**config.mk**
```make
export PLATFORM = sky130hd
export DESIGN_NAME = imem_loader
export DESIGN_NICKNAME = d
export VERILOG_FILES = /design/src/rtl/imem_loader_pkg.sv /design/src/rtl/imem_loader_byte_packer.sv /design/src/rtl/imem_loader.sv
export SDC_FILE = /design/constraint.sdc
export NUM_CORES = 1
export LEC_CHECK = 0
export ABC_AREA = 1
export CAP_MARGIN = 0
export CORE_MARGIN = 8
export CORE_UTILIZATION = 50
export DETAILED_ROUTE_END_ITERATION = 6
export PLACE_DENSITY = 0.8
export SYNTH_ARGS = -nofsm -noshare
export SYNTH_HDL_FRONTEND = slang
export SYNTH_SLANG_ARGS = --single-unit
```
**constraint.sdc**
```tcl
create_clock -name i_clk -period 2.1 [get_ports i_clk]
set_clock_uncertainty 0.2 [all_clocks]
set_input_delay 0.42 -clock i_clk [delete_from_list [all_inputs] [get_ports i_clk]]
set_output_delay 0.42 -clock i_clk [all_outputs]
set_load 0.01 [all_outputs]
```
**src/rtl/imem_loader_pkg.sv**
```systemverilog
// rtl/imem_loader_pkg.sv - shared types and constants for the instruction memory loader
package imem_loader_pkg;

    typedef enum logic [2:0] {
        ST_IDLE,
        ST_LEN0,
        ST_LEN1,
        ST_DATA,
        ST_WR,
        ST_CSUM,
        ST_DONE,
        ST_ERR
    } state_t;

    localparam int BYTES_PER_WORD = 4;
    localparam int LEN_BYTES      = 2;

    // States in which a stream byte may be accepted.
    function automatic logic state_accepts(state_t s);
        return (s == ST_LEN0) || (s == ST_LEN1) || (s == ST_DATA) || (s == ST_CSUM);
    endfunction

endpackage

```
**src/rtl/imem_loader_byte_packer.sv**
```systemverilog
// rtl/imem_loader_byte_packer.sv - little-endian byte-to-word packer
//
// Ports:
//   i_clk, i_arst_n : clock, asynchronous active-low reset
//   i_clr           : synchronous clear of word and byte count
//   i_accept        : a byte is transferred this cycle
//   i_byte          : the byte being transferred
//   o_word          : packed word; complete the cycle after o_last
//   o_last          : this accept completes a word
module imem_loader_byte_packer
    import imem_loader_pkg::*;
#(
    parameter int N = 32
) (
    input  logic         i_clk,
    input  logic         i_arst_n,
    input  logic         i_clr,
    input  logic         i_accept,
    input  logic [7:0]   i_byte,
    output logic [N-1:0] o_word,
    output logic         o_last
);

    localparam int CNTW = $clog2(BYTES_PER_WORD);

    logic [CNTW-1:0] cnt;

    assign o_last = i_accept && (cnt == CNTW'(BYTES_PER_WORD - 1));

    // Shifting in from the top leaves the first byte in bits [7:0] once the
    // word is full.
    always_ff @(posedge i_clk or negedge i_arst_n) begin
        if (!i_arst_n) begin
            cnt    <= '0;
            o_word <= '0;
        end else if (i_clr) begin
            cnt    <= '0;
            o_word <= '0;
        end else if (i_accept) begin
            cnt    <= cnt + CNTW'(1);
            o_word <= {i_byte, o_word[N-1:8]};
        end
    end

endmodule

```
**src/rtl/imem_loader.sv**
```systemverilog
// rtl/imem_loader.sv - streams a program image into instruction memory and gates core reset
//
// Ports:
//   i_clk, i_arst_n        : clock, asynchronous active-low reset
//   i_start                : pulse to begin a load (ignored while busy)
//   i_byte_valid, i_byte   : byte stream in; o_byte_ready completes the handshake
//   o_we, o_waddr, o_wdata : one-cycle word write into instruction memory
//   o_busy, o_done, o_err  : load status
//   o_core_rst_n           : core reset, released only after a clean load
module imem_loader
    import imem_loader_pkg::*;
#(
    parameter int N     = 32,
    parameter int DEPTH = 77
) (
    input  logic         i_clk,
    input  logic         i_arst_n,
    input  logic         i_start,
    input  logic         i_byte_valid,
    input  logic [7:0]   i_byte,
    output logic         o_byte_ready,
    output logic         o_we,
    output logic [N-1:0] o_waddr,
    output logic [N-1:0] o_wdata,
    output logic         o_busy,
    output logic         o_done,
    output logic         o_err,
    output logic         o_core_rst_n
);

    localparam int IDXW = $clog2(DEPTH + 1);

    state_t          state, state_nxt;
    logic [15:0]     count;
    logic [IDXW-1:0] word_idx;
    logic [7:0]      csum;

    logic            accept;
    logic            load_start;
    logic            data_accept;
    logic            word_full;
    logic            last_word;
    logic [15:0]     len_full;

    assign accept      = i_byte_valid && o_byte_ready;
    assign data_accept = accept && (state == ST_DATA);
    assign load_start  = i_start && ((state == ST_IDLE) || (state == ST_DONE) || (state == ST_ERR));
    assign len_full    = {i_byte, count[7:0]};
    assign last_word   = ({{(16-IDXW){1'b0}}, word_idx} + 16'd1) == count;

    imem_loader_byte_packer #(.N(N)) u_packer (
        .i_clk    (i_clk),
        .i_arst_n (i_arst_n),
        .i_clr    (load_start),
        .i_accept (data_accept),
        .i_byte   (i_byte),
        .o_word   (o_wdata),
        .o_last   (word_full)
    );

    always_ff @(posedge i_clk or negedge i_arst_n) begin
        if (!i_arst_n) begin
            state <= ST_IDLE;
        end else begin
            state <= state_nxt;
        end
    end

    always_comb begin
        state_nxt = state;
        case (state)
            ST_IDLE, ST_DONE, ST_ERR: begin
                if (i_start) state_nxt = ST_LEN0;
            end
            ST_LEN0: begin
                if (accept) state_nxt = ST_LEN1;
            end
            ST_LEN1: begin
                if (accept) begin
                    if (len_full > 16'(DEPTH))  state_nxt = ST_ERR;
                    else if (len_full == 16'd0) state_nxt = ST_CSUM;
                    else                        state_nxt = ST_DATA;
                end
            end
            ST_DATA: begin
                if (word_full) state_nxt = ST_WR;
            end
            ST_WR: begin
                state_nxt = last_word ? ST_CSUM : ST_DATA;
            end
            ST_CSUM: begin
                if (accept) state_nxt = (i_byte == csum) ? ST_DONE : ST_ERR;
            end
            default: state_nxt = ST_IDLE;
        endcase
    end

    // Counters and checksum; all cleared together when a load is launched.
    always_ff @(posedge i_clk or negedge i_arst_n) begin
        if (!i_arst_n) begin
            count    <= '0;
            word_idx <= '0;
            csum     <= '0;
        end else if (load_start) begin
            count    <= '0;
            word_idx <= '0;
            csum     <= '0;
        end else begin
            if (accept && state == ST_LEN0) count[7:0]  <= i_byte;
            if (accept && state == ST_LEN1) count[15:8] <= i_byte;
            if (data_accept)                csum        <= csum ^ i_byte;
            if (state == ST_WR && !last_word) word_idx  <= word_idx + IDXW'(1);
        end
    end

    // Flopped from the next state so none of these depends combinationally
    // on the handshake inputs.
    always_ff @(posedge i_clk or negedge i_arst_n) begin
        if (!i_arst_n) begin
            o_we         <= 1'b0;
            o_byte_ready <= 1'b0;
            o_core_rst_n <= 1'b0;
        end else begin
            o_we         <= (state_nxt == ST_WR);
            o_byte_ready <= state_accepts(state_nxt);
            o_core_rst_n <= (state_nxt == ST_DONE);
        end
    end

    // word_idx only advances at the end of WR, so it is stable while o_we is high.
    assign o_waddr = {{(N-IDXW-2){1'b0}}, word_idx, 2'b00};
    assign o_busy  = (state != ST_IDLE) && (state != ST_DONE) && (state != ST_ERR);
    assign o_done  = (state == ST_DONE);
    assign o_err   = (state == ST_ERR);

endmodule

```
==> flow_metrics.env <==
export IMPL_cts_sinks=71
export IMPL_drt_pass1_iterations=4
export IMPL_arrival_ns=2.22
export IMPL_ys_ff_latch=71
export IMPL_via_count=3138
export IMPL_synth_ff_type="dfrtp_1"
export IMPL_final_nets=528
export IMPL_cpMostUsedCell="nand2_1"
export IMPL_cts_root_buf="clkbuf_8"
export IMPL_clockBufferDepth=2
export IMPL_period_needed_ns=2.14
export IMPL_cp_startpoint="word_idx[0]"
export IMPL_cts_tree="done"
export IMPL_grt_pass1_wl_mm=15.1
export IMPL_drcViolationCount=0
export IMPL_stdcell_area_um2=4580
export IMPL_violations="setup timing"
export IMPL_area_growth_pct=27.2
export IMPL_drive_above_1_share=0.166
export IMPL_max_freq_mhz=466
export IMPL_cpPeakStageDelay_ns=0.43
export IMPL_synth_avg_cell_area_um2=8.41
export IMPL_grt_usage=0.190
export IMPL_fin_cells=617
export IMPL_r2r_cells=14
export IMPL_yosysSeqAreaShare=0.493
export IMPL_io_pins=82
export IMPL_synth_top_cells_by_count="nand2_1 (102), dfrtp_1 (71), inv_1 (47)"
export IMPL_place_hpwl_mm=6.58
export IMPL_netlist_instances=428
export IMPL_final_core_util=0.645
export IMPL_min_path_type="in2async"
export IMPL_crit_path_end_kind="flop"
export IMPL_chipWidth_um=101
export IMPL_crit_path_top_delay_cell="dfrtp_1"
export IMPL_gr_total_overflow=0
export IMPL_async_flop_share=1.00
export IMPL_antenna_found_initial=0
export IMPL_multi_input_area_um2=1520
export IMPL_seq_area_um2=1780
export IMPL_r2r_start="word_idx[0]"
export IMPL_crit_path_max_fanout=6
export IMPL_finalHoldViolCount=0
export IMPL_cts_buffers_inserted=9
export IMPL_yosysMostFrequentCell="nand2_1"
export IMPL_synthDominantCellAreaShare=0.493
export IMPL_finalSetupViolations=5
export IMPL_rows=31
export IMPL_crit_chain="ha_4 > inv_2 > nand2_2 > nand2_1 > nor2_1 > nand2_1 > nor2_2 > nand2_1 > nor2_2 > nand2_2 > nand2_8 > buf_6 > nand3_2 > o21ai_1"
export IMPL_synth_area_leaders="dfrtp_1 (49%), nand2_1 (11%), o21ai_0 (5.3%)"
export IMPL_setup_tns_ns=-0.114
export IMPL_h_tree_depth=3
export IMPL_ant_nets=0
export IMPL_cp_required_ns=2.18
export IMPL_vias_per_cell=5.09
export IMPL_gp_congestion=0.922
export IMPL_clk_pin_slew_ns=0.08
export IMPL_post_dp_cell_area_um2=4300
export IMPL_grt_pass1_vias=3104
export IMPL_grt_max_degree=60
export IMPL_vdd_drop_max_mv=0.651
export IMPL_critPathBufInv=2
export IMPL_start_kind="flop"
export IMPL_io_buffers=56
export IMPL_r2r_end="word_idx[1]"
export IMPL_maxCapViolCount=0
export IMPL_wirelength_mm=9.11
export IMPL_insertedDiodeCount=0
export IMPL_p_leak_uw=0.00217
export IMPL_synth_edff_count=0
export IMPL_place_ws_ns=-0.200
export IMPL_status="finished with violations"
export IMPL_endpoint="word_idx[1]"
export IMPL_power_density_nw_per_um2=1260
export IMPL_yosysUniqueCellTypes=34
export IMPL_post_route_period_util=1.02
export IMPL_rsz0062_at_grt="yes"
export IMPL_worst_skew_pair_late_latency_ns=0.35
export IMPL_placed_cells=592
export IMPL_cp_num_cells=14
export IMPL_r2r_slack_ns=-0.04
export IMPL_dr_first_iter_drc_count=220
export IMPL_wl_per_cell_um=14.8
export IMPL_die_area_um2=10200
export IMPL_coreArea_um2=7100
export IMPL_path_delay_family="simple AND/OR/NAND/NOR gates"
export IMPL_synth_largest_area_cell="dfrtp_1"
export IMPL_fillCellCount=566
export IMPL_netlist_area_um2=3600
export IMPL_start_util=0.507
export IMPL_path_class="reg2reg"
export IMPL_die_h_um=101
export IMPL_synth_yosys_warnings=0
export IMPL_setup_ws_ns=-0.0450
export IMPL_maxSlewViolCount=0
-- registers in the layout, summed over array words and instances, names as in the netlist --
name / count
o_we: 1
u_packer.o_word: 32
word_idx: 7
state: 3
csum: 8
o_core_rst_n: 1
o_byte_ready: 1
count: 16
u_packer.cnt: 2
-- metrics by stage --
step	total power, uW	hold slack [ns]
final	5790	0.278
after global routing	6210	0.310
after CTS	5690	0.278
after detailed placement	4640	0.130
after global placement	4520	0.125
after floorplan	3700	-0.0756
-- routing by layer --
| metal | vias up | wire (um) | track usage | share of wire |
|---|---|---|---|---|
| met2 | 90 | 4570 | 0.309 | 0.50 |
| met5 | - | 0 | 0 | 0 |
| met4 | 0 | 206 | 0.101 | 0.023 |
| met1 | 1529 | 3850 | 0.233 | 0.42 |
| li1 | 1503 | - | - | - |
| met3 | 16 | 485 | 0.0373 | 0.053 |
-- how the worst min path moves through the flow --
stage	cells after the start	end	start	slack [ns]
after floorplan	0	count[0]	i_arst_n	-0.08
after global placement	1	u_packer.o_word[1]	i_arst_n	0.12
after detailed placement	1	u_packer.o_word[0]	i_arst_n	0.13
after CTS	2	u_packer.o_word[0]	i_arst_n	0.28
after global routing	2	u_packer.o_word[0]	i_arst_n	0.31
final	2	u_packer.o_word[0]	i_arst_n	0.28
-- what timing repair did --
item / in CTS / in global routing
hold endpoints to repair: 12 / 0
pin swaps: 4 / 10
resized for setup: 11 / 10
hold buffers: 1 / 0
setup buffers: 6 / 3
endpoints found under the setup margin: 7 / 13
-- cells by family (layout without fill, tap and decap cells) --
group	count (synthesis)	after routing	share of synthesized area
simple gates	183	183	0.239
compound gates	77	77	0.122
flops	71	71	0.493
other cells	1	25	0.00104
xor+xnor	8	8	0.0195
buf+inv	86	152	0.118
fa+ha+maj	2	2	0.00695
-- cells in the final DEF, fill, tap and decap left out, types with 10 or more instances in the layout --
cell / synthesis / layout
inv_1: 47 / 45
clkdlybuf4s50_1: 0 / 50
o21ai_1: 14 / 15
clkbuf_8: 0 / 10
buf_4: 25 / 27
o21ai_0: 38 / 37
nand3_1: 22 / 21
nand2_1: 102 / 100
o22ai_1: 12 / 12
dfrtp_1: 71 / 70
conb_1: 1 / 25
nor2_1: 31 / 30
-- layout make-up --
type | instances | share of cell area
well taps | 99 | 0.0270
multi-input cells | 295 | 0.331
flip-flops and latches | 71 | 0.388
clock buffers | 10 | 0.0300
inverters | 51 | 0.0418
clock inverters | 5 | 0.00765
repair buffers | 86 | 0.174
-- power by group --
part / total, uW / switching [uW] / internal, uW
registers: 2120 / 336 / 1790
clock network: 994 / 540 / 454
logic: 2670 / 1540 / 1130
total: 5790 / 2420 / 3370
Note: power is estimated with default switching activity, not from simulation.
